<file path="config.mk">
export PLATFORM = sky130hd
export DESIGN_NAME = pipe_hazard_ctrl_flat
export DESIGN_NICKNAME = d
export VERILOG_FILES = /design/src/rtl/pipe_hazard_ctrl_pkg.sv /design/src/rtl/pipe_hazard_ctrl_if.sv /design/src/rtl/pipe_hazard_ctrl_mult_seq.sv /design/src/rtl/pipe_hazard_ctrl.sv /design/src/flat_wrapper.sv
export SDC_FILE = /design/constraint.sdc
export NUM_CORES = 1
export LEC_CHECK = 0
export CAP_MARGIN = 20
export CORE_MARGIN = 3
export CORE_UTILIZATION = 47
export CTS_CLUSTER_SIZE = 8
export DETAILED_ROUTE_END_ITERATION = 7
export PLACE_DENSITY = 0.79
export SYNTH_ARGS = -nofsm -noshare
export SYNTH_HDL_FRONTEND = slang
export SYNTH_HIERARCHICAL = 1
export SYNTH_SLANG_ARGS = --single-unit
</file>
<file path="constraint.sdc">
create_clock -name clk -period 2.3 [get_ports clk]
set_input_delay 0.575 -clock clk [delete_from_list [all_inputs] [get_ports clk]]
set_output_delay 0.575 -clock clk [all_outputs]
set_load 0.005 [all_outputs]
</file>
<file path="src/rtl/pipe_hazard_ctrl_pkg.sv">
// Shared definitions for the pipeline issue/hazard controller:
// opcode boundaries, opcode class helpers, forwarding encodings, tracking records.
package pipe_hazard_ctrl_pkg;

    localparam int unsigned OP_W  = 4;
    localparam int unsigned REG_W = 4;
    localparam int unsigned FWD_W = 2;

    localparam logic [OP_W-1:0] OP_RS12_LAST = 4'b0101;  // last opcode reading rs1+rs2 in the low range
    localparam logic [OP_W-1:0] OP_RS2_FIRST = 4'b0110;
    localparam logic [OP_W-1:0] OP_WR_LAST   = 4'b1010;  // 0000..1010 all write rd
    localparam logic [OP_W-1:0] OP_BEQ       = 4'b1011;
    localparam logic [OP_W-1:0] OP_JMP       = 4'b1100;
    localparam logic [OP_W-1:0] OP_MRDL      = 4'b1101;
    localparam logic [OP_W-1:0] OP_MRDH      = 4'b1110;
    localparam logic [OP_W-1:0] OP_MST       = 4'b1111;

    localparam logic [FWD_W-1:0] FWD_RF = 2'b00;
    localparam logic [FWD_W-1:0] FWD_E  = 2'b01;
    localparam logic [FWD_W-1:0] FWD_M  = 2'b10;

    typedef enum logic {
        MULT_IDLE = 1'b0,
        MULT_BUSY = 1'b1
    } mult_state_t;

    // Execute-stage record; br/wr are already qualified by "slot holds an instruction".
    typedef struct packed {
        logic             br;
        logic             wr;
        logic [REG_W-1:0] rd;
    } e_trk_t;

    // Memory-stage record: only the write-back destination matters there.
    typedef struct packed {
        logic             wr;
        logic [REG_W-1:0] rd;
    } m_trk_t;

    function automatic logic is_mst(input logic [OP_W-1:0] op);
        return op == OP_MST;
    endfunction

    function automatic logic is_mrd(input logic [OP_W-1:0] op);
        return (op == OP_MRDL) || (op == OP_MRDH);
    endfunction

    function automatic logic is_wr(input logic [OP_W-1:0] op);
        return (op <= OP_WR_LAST) || is_mrd(op);
    endfunction

    function automatic logic is_br(input logic [OP_W-1:0] op);
        return (op == OP_BEQ) || (op == OP_JMP);
    endfunction

    function automatic logic uses_rs1(input logic [OP_W-1:0] op);
        return (op <= OP_RS12_LAST) || (op == OP_JMP) || (op == OP_MST);
    endfunction

    function automatic logic uses_rs2(input logic [OP_W-1:0] op);
        return uses_rs1(op) || ((op >= OP_RS2_FIRST) && (op <= OP_WR_LAST));
    endfunction

    // True when a used source would read a register still being produced in E or M.
    function automatic logic src_pending(input logic used, input logic [REG_W-1:0] rs,
                                         input e_trk_t e, input m_trk_t m);
        return used && ((e.wr && (e.rd == rs)) || (m.wr && (m.rd == rs)));
    endfunction

    // Operand select: youngest producer (E) wins over M.
    function automatic logic [FWD_W-1:0] fwd_sel(input logic used, input logic [REG_W-1:0] rs,
                                                 input e_trk_t e, input m_trk_t m);
        if (used && e.wr && (e.rd == rs)) return FWD_E;
        if (used && m.wr && (m.rd == rs)) return FWD_M;
        return FWD_RF;
    endfunction

endpackage

</file>
<file path="src/rtl/pipe_hazard_ctrl_if.sv">
// Decode-side bus between the datapath (master) and the hazard controller (slave).
interface pipe_hazard_ctrl_if #(
    parameter int unsigned CNT_W = 16
);
    logic             id_valid;
    logic [3:0]       id_op;
    logic [3:0]       id_rd;
    logic [3:0]       id_rs1;
    logic [3:0]       id_rs2;
    logic             ex_br_taken;
    logic             id_ready;
    logic             issue;
    logic             stall;
    logic             flush;
    logic [1:0]       fwd_a;
    logic [1:0]       fwd_b;
    logic             mult_start;
    logic             mult_busy;
    logic [CNT_W-1:0] stall_cnt;

    modport master (
        output id_valid, id_op, id_rd, id_rs1, id_rs2, ex_br_taken,
        input  id_ready, issue, stall, flush, fwd_a, fwd_b, mult_start, mult_busy, stall_cnt
    );

    modport slave (
        input  id_valid, id_op, id_rd, id_rs1, id_rs2, ex_br_taken,
        output id_ready, issue, stall, flush, fwd_a, fwd_b, mult_start, mult_busy, stall_cnt
    );
endinterface

</file>
<file path="src/rtl/pipe_hazard_ctrl_mult_seq.sv">
// Multiplier sequencer: IDLE/BUSY FSM with latency counter; start is a one-cycle pulse.
module pipe_hazard_ctrl_mult_seq
    import pipe_hazard_ctrl_pkg::*;
#(
    parameter int unsigned MULT_LAT = 4
) (
    input  logic clk,
    input  logic reset,
    input  logic start_req,
    output logic start,
    output logic busy
);

    localparam int unsigned LAT_W = (MULT_LAT > 1) ? $clog2(MULT_LAT) : 1;

    mult_state_t      state_q, state_d;
    logic [LAT_W-1:0] cnt_q, cnt_d;
    logic             start_q, start_d;

    // State, counter and start pulse registers.
    always_ff @(posedge clk or negedge reset) begin
        if (!reset) begin
            state_q <= MULT_IDLE;
            cnt_q   <= '0;
            start_q <= 1'b0;
        end else begin
            state_q <= state_d;
            cnt_q   <= cnt_d;
            start_q <= start_d;
        end
    end

    // Next-state: launch from IDLE, count down the remaining busy cycles.
    always_comb begin
        state_d = state_q;
        cnt_d   = cnt_q;
        start_d = 1'b0;
        case (state_q)
            MULT_IDLE: begin
                if (start_req) begin
                    state_d = MULT_BUSY;
                    cnt_d   = LAT_W'(MULT_LAT - 1);
                    start_d = 1'b1;
                end
            end
            MULT_BUSY: begin
                if (cnt_q == '0) state_d = MULT_IDLE;
                else             cnt_d   = cnt_q - LAT_W'(1);
            end
            default: state_d = MULT_IDLE;
        endcase
    end

    assign start = start_q;
    assign busy  = (state_q == MULT_BUSY);

endmodule

</file>
<file path="src/rtl/pipe_hazard_ctrl.sv">
// Issue/hazard controller for the 3-stage D/E/M pipeline.
// Optional feature: define PIPE_FWD_EN to resolve RAW hazards by forwarding
// instead of stalling.
module pipe_hazard_ctrl
    import pipe_hazard_ctrl_pkg::*;
#(
    parameter int unsigned MULT_LAT = 4,
    parameter int unsigned CNT_W    = 16
) (
    input logic               clk,
    input logic               reset,
    pipe_hazard_ctrl_if.slave bus
);

    e_trk_t           e_q;
    m_trk_t           m_q;
    logic [CNT_W-1:0] stall_cnt_q;
    logic             mult_start, mult_busy;
    logic             flush_c, stall_c, issue_c, mult_haz_c, raw_haz_c;
    logic [FWD_W-1:0] fwd_a_c, fwd_b_c;
    logic             use1_c, use2_c;

    // Hazard detection, forwarding selects and issue decision.
    always_comb begin
        use1_c     = bus.id_valid && uses_rs1(bus.id_op);
        use2_c     = bus.id_valid && uses_rs2(bus.id_op);
        flush_c    = e_q.br && bus.ex_br_taken;
        mult_haz_c = bus.id_valid && (is_mst(bus.id_op) || is_mrd(bus.id_op)) &&
                     (mult_busy || mult_start);
        raw_haz_c  = 1'b0;
        fwd_a_c    = FWD_RF;
        fwd_b_c    = FWD_RF;
`ifdef PIPE_FWD_EN
        fwd_a_c    = fwd_sel(use1_c, bus.id_rs1, e_q, m_q);
        fwd_b_c    = fwd_sel(use2_c, bus.id_rs2, e_q, m_q);
`else
        raw_haz_c  = src_pending(use1_c, bus.id_rs1, e_q, m_q) ||
                     src_pending(use2_c, bus.id_rs2, e_q, m_q);
`endif
        stall_c    = !flush_c && (mult_haz_c || raw_haz_c);
        issue_c    = reset && bus.id_valid && !stall_c && !flush_c;
    end

    // E/M destination tracking: bubble unless decode issues.
    always_ff @(posedge clk or negedge reset) begin
        if (!reset) begin
            e_q <= '0;
            m_q <= '0;
        end else begin
            e_q.br <= issue_c && is_br(bus.id_op);
            e_q.wr <= issue_c && is_wr(bus.id_op);
            e_q.rd <= issue_c ? bus.id_rd : '0;
            m_q.wr <= e_q.wr;
            m_q.rd <= e_q.rd;
        end
    end

    // Saturating stall-cycle counter.
    always_ff @(posedge clk or negedge reset) begin
        if (!reset)                               stall_cnt_q <= '0;
        else if (stall_c && (stall_cnt_q != '1))  stall_cnt_q <= stall_cnt_q + CNT_W'(1);
    end

    pipe_hazard_ctrl_mult_seq #(
        .MULT_LAT (MULT_LAT)
    ) u_mult_seq (
        .clk       (clk),
        .reset     (reset),
        .start_req (issue_c && is_mst(bus.id_op)),
        .start     (mult_start),
        .busy      (mult_busy)
    );

    assign bus.flush      = flush_c;
    assign bus.stall      = stall_c;
    assign bus.issue      = issue_c;
    assign bus.id_ready   = reset && !stall_c;
    assign bus.fwd_a      = fwd_a_c;
    assign bus.fwd_b      = fwd_b_c;
    assign bus.mult_start = mult_start;
    assign bus.mult_busy  = mult_busy;
    assign bus.stall_cnt  = stall_cnt_q;

endmodule

</file>
<file path="src/flat_wrapper.sv">
// flat-port wrapper written by rule: the top's interface ports become plain ports
module pipe_hazard_ctrl_flat import pipe_hazard_ctrl_pkg::*;
#(
    parameter int unsigned MULT_LAT = 4,
    parameter int unsigned CNT_W    = 16
)
  (clk, reset, bus_id_valid, bus_id_op, bus_id_rd, bus_id_rs1, bus_id_rs2, bus_ex_br_taken, bus_id_ready, bus_issue, bus_stall, bus_flush, bus_fwd_a, bus_fwd_b, bus_mult_start, bus_mult_busy, bus_stall_cnt);
  pipe_hazard_ctrl_if #(.CNT_W(CNT_W)) bus_i ();
  input logic clk;
  input logic reset;
  input wire logic [$bits(bus_i.id_valid)-1:0] bus_id_valid;
  input wire logic [$bits(bus_i.id_op)-1:0] bus_id_op;
  input wire logic [$bits(bus_i.id_rd)-1:0] bus_id_rd;
  input wire logic [$bits(bus_i.id_rs1)-1:0] bus_id_rs1;
  input wire logic [$bits(bus_i.id_rs2)-1:0] bus_id_rs2;
  input wire logic [$bits(bus_i.ex_br_taken)-1:0] bus_ex_br_taken;
  output wire logic [$bits(bus_i.id_ready)-1:0] bus_id_ready;
  output wire logic [$bits(bus_i.issue)-1:0] bus_issue;
  output wire logic [$bits(bus_i.stall)-1:0] bus_stall;
  output wire logic [$bits(bus_i.flush)-1:0] bus_flush;
  output wire logic [$bits(bus_i.fwd_a)-1:0] bus_fwd_a;
  output wire logic [$bits(bus_i.fwd_b)-1:0] bus_fwd_b;
  output wire logic [$bits(bus_i.mult_start)-1:0] bus_mult_start;
  output wire logic [$bits(bus_i.mult_busy)-1:0] bus_mult_busy;
  output wire logic [$bits(bus_i.stall_cnt)-1:0] bus_stall_cnt;
  assign bus_i.id_valid = bus_id_valid;
  assign bus_i.id_op = bus_id_op;
  assign bus_i.id_rd = bus_id_rd;
  assign bus_i.id_rs1 = bus_id_rs1;
  assign bus_i.id_rs2 = bus_id_rs2;
  assign bus_i.ex_br_taken = bus_ex_br_taken;
  assign bus_id_ready = bus_i.id_ready;
  assign bus_issue = bus_i.issue;
  assign bus_stall = bus_i.stall;
  assign bus_flush = bus_i.flush;
  assign bus_fwd_a = bus_i.fwd_a;
  assign bus_fwd_b = bus_i.fwd_b;
  assign bus_mult_start = bus_i.mult_start;
  assign bus_mult_busy = bus_i.mult_busy;
  assign bus_stall_cnt = bus_i.stall_cnt;
  pipe_hazard_ctrl #(.MULT_LAT(MULT_LAT), .CNT_W(CNT_W)) u_core (.clk(clk), .reset(reset), .bus(bus_i));
endmodule
</file>
==> impl_metrics.toml <==
[status]
outcome = "complete, but fails checks"
violations = "setup timing"

[synth]
synthCells = 148
synth-edff-count = 0
synthTopCellsByArea = "dfrtp_1 (48%), xnor2_1 (9.7%), xor2_1 (7.5%), nand3_2 (3.7%), and2_1 (2.7%)"
ys_types = 41
yosys.area.top_type_share_pct = 47.6
postSynthAreaPerCell_um2 = 11.0
ys_warn_count = 6
ys_ff_latch = 31
synth_top_cell_by_area = "dfrtp_1"
ys_seq_area_share_pct = 47.6
ys.flop_type = "dfrtp_1"
async_flop_share_pct = 100
synth.cell_area_um2 = 1630

[cells_and_area]
layout-area-overhead-vs-synth_pct = 45.1
num-fill-cells = 218
drive_gt1_share_pct = 31.0
regArea_um2 = 776
finalNetCount = 237
diodes = 0
multi_input_area_um2 = 856

[place]
numPortBuffers = 41
pre_cts_ws_ns = -0.906
place_hpwl_um = 2780
place_congestion = 0.933

[sta]
fmax_ghz = 0.382
setup_tns_ns = -0.993
worst_slack_ns = -0.317
grt_setup_unrepaired = "true"
fin_crit_sh_pct = 114
hold_viol = 0
final.setup_skew_ns = 0.0118
finalSetupViolations = 8
slew_viol_final = 0
fin_crit_ns = 2.62

[power_and_ir_drop]
peakVddDrop_mv = 0.548
finalPower_mw = 1.51
power_density_nw_per_um2 = 638
power_leakage_nw = 1.11

[drt]
antenna_left = 0
drc_errors = 0
wl_um = 4220
avgViaCountPerCell = 5.15
firstDrtPassIters = 4
dr.first_iter.drc_count = 47
wl_per_cell_um = 16.2
vias = 1340

[die]
die_x_um = 64.9
core_area_um2 = 3180
die-area_um2 = 4210
start_util_pct = 51.3
top_level_ports = 46
fp.dieH_um = 64.9
row_count = 20

[clocking]
cts_tree = "built"
clk_path_buf_depth = 2
clk_pin_slew_worst_paths_ns = 0.09
htree_levels = 2
clk_latency_ns = 0.35
postCtsHoldBufs = 0
clock_sinks = 31
clockRootBuffer = "clkbuf_4"
numCtsBuffers = 5

[grt]
antenna_found_initial = 0
grt_max_degree = 27
grt.total_usage_pct = 20.6
grt-ovfl-total = 0
grt_pass1_vias = 1424
grt_first_pass_wirelength_um = 6500

[critical_path]
worstPathRequired_ns = 1.73
critPathArrivalTime_ns = 2.04
crit_fanout = 2
path_cells = "dlygate4sd2_1, xor2_1, nor3_2, nand3_1, a21oi_2, nor3_2, and4_1, buf_2"
start_kind = "primary input"
end_kind = "primary output"
max_stage_delay_ns = 0.26
cpMostUsedCell = "nor3_2"
slowest_stage = "dlygate4sd2_1"
crit_type = "primary input to primary output"

[hold_path]
hold_class = "flip-flop to flip-flop"

[run]
cap_viol_max_count = 0
what timing repair did:
action                     CTS  global route
resized for setup           37            17
setup endpoints to repair   16            15
pin swaps                   18            17
setup buffers                5             7
cloned                       0             0
cell type report:
type | count | share of cell area (%)
Multi-Input combinational cell | 108 | 36.2
Sequential cell | 31 | 32.8
Timing Repair Buffer | 65 | 24.4
Tap cell | 44 | 2.33
Clock buffer | 6 | 2.17
Clock inverter | 2 | 1.48
Inverter | 4 | 0.635
critical path, delay by kind of cell:
| kind | cells | cell delay [ns] |
|---|---|---|
| AND/OR/NAND/NOR | 4 | 0.64 |
| buffers and inverters | 2 | 0.39 |
| AO/OA/AOI/OAI | 1 | 0.23 |
| XOR/XNOR | 1 | 0.19 |
cells in the final DEF, fill, tap and decap left out, drive strengths merged, types with 2 or more instances in the layout:
master         synthesis  final
dfrtp                 31     31
buf                    7     27
clkdlybuf4s50          0     25
xnor2                 18     18
xor2                  14     14
nand2                 13     13
nand3                  8      8
clkbuf                 1      8
and2                   7      7
dlygate4sd2            0      6
nand4                  5      5
nor2                   5      5
inv                    4      4
nor3                   4      4
and3                   4      4
conb                   1      4
clkdlybuf4s15          0      4
a21oi                  3      3
o21ai                  3      3
nor4                   2      2
ha                     2      2
nand3b                 2      2
o21a                   2      2
per-layer routing:
layer / track usage, % / routed length (um) / vias to the layer above
li1: - / - / 630
met1: 22.8 / 1600 / 662
met2: 36.8 / 2320 / 40
met3: 6.07 / 207 / 8
met4: 8.18 / 90 / 0
met5: 0 / 0 / -
metrics by stage:
| stage | util [%] | instances | cell area (um^2) | hold slack, ns |
|---|---|---|---|---|
| 4_1_cts | 72.0 | 254 | 2290 | 0.420 |
| 3_3_place_gp | 67.3 | 241 | 2140 | 0.384 |
| 2_1_floorplan | - | 151 | 1640 | 0.279 |
| 5_1_grt | 74.4 | 260 | 2370 | 0.437 |
| 3_5_place_dp | 67.3 | 241 | 2140 | 0.398 |
| 6_report | 74.4 | 260 | 2370 | 0.420 |
cell families after synthesis:
family                     share of synthesized area, %
AOI/OAI and AO/OA                                  6.52
xor gates and xnor gates                           17.2
other                                             0.230
DFF                                                47.6
buffers and inverters                              4.91
muxes                                             0.691
adders and majority gates                          1.53
and+or+nand+nor                                    21.3
final timing paths:
check | startpoint | to | slack [ns] | depth (start not counted)
max | bus_id_rs2[0] | bus_issue | -0.32 | 8
min | u_core/e_q[4]$_DFF_PN0_ | u_core/m_q[4]$_DFF_PN0_ | 0.42 | 0
max reg2reg | u_core/m_q[2]$_DFF_PN0_ | u_core/u_mult_seq/cnt_q[1]$_DFFE_PN0P_ | -0.07 | 13
min reg2reg | u_core/e_q[4]$_DFF_PN0_ | u_core/m_q[4]$_DFF_PN0_ | 0.42 | 0
max in group asynchronous | reset | u_core/m_q[1]$_DFF_PN0_ | 1.34 | 2
min in group asynchronous | reset | u_core/e_q[5]$_DFF_PN0_ | 0.61 | 2
where the power goes:
group / internal (mW) / switching (mW)
registers: 0.603 / 0.0483
logic: 0.225 / 0.184
clock network: 0.257 / 0.192
Yosys cell counts (3+ instances only):
library cell / n
dfrtp_1: 31
and2_1: 7
nand3_2: 6
nor2_1: 4
buf_4: 4
xnor2_1: 18
and3_1: 4
nand2_2: 3
nand4_1: 5
nor3_1: 3
xor2_1: 14
nand2_1: 10
inv_1: 4
flip-flops by register name (all words and copies together) (netlist names):
name                     cells
u_core/bus.stall_cnt        16
u_core/e_q                   6
u_core/m_q                   5
u_core/u_mult_seq/busy       1
u_core/u_mult_seq/cnt_q      2
u_core/u_mult_seq/start      1
(Power assumes the default switching activity.)
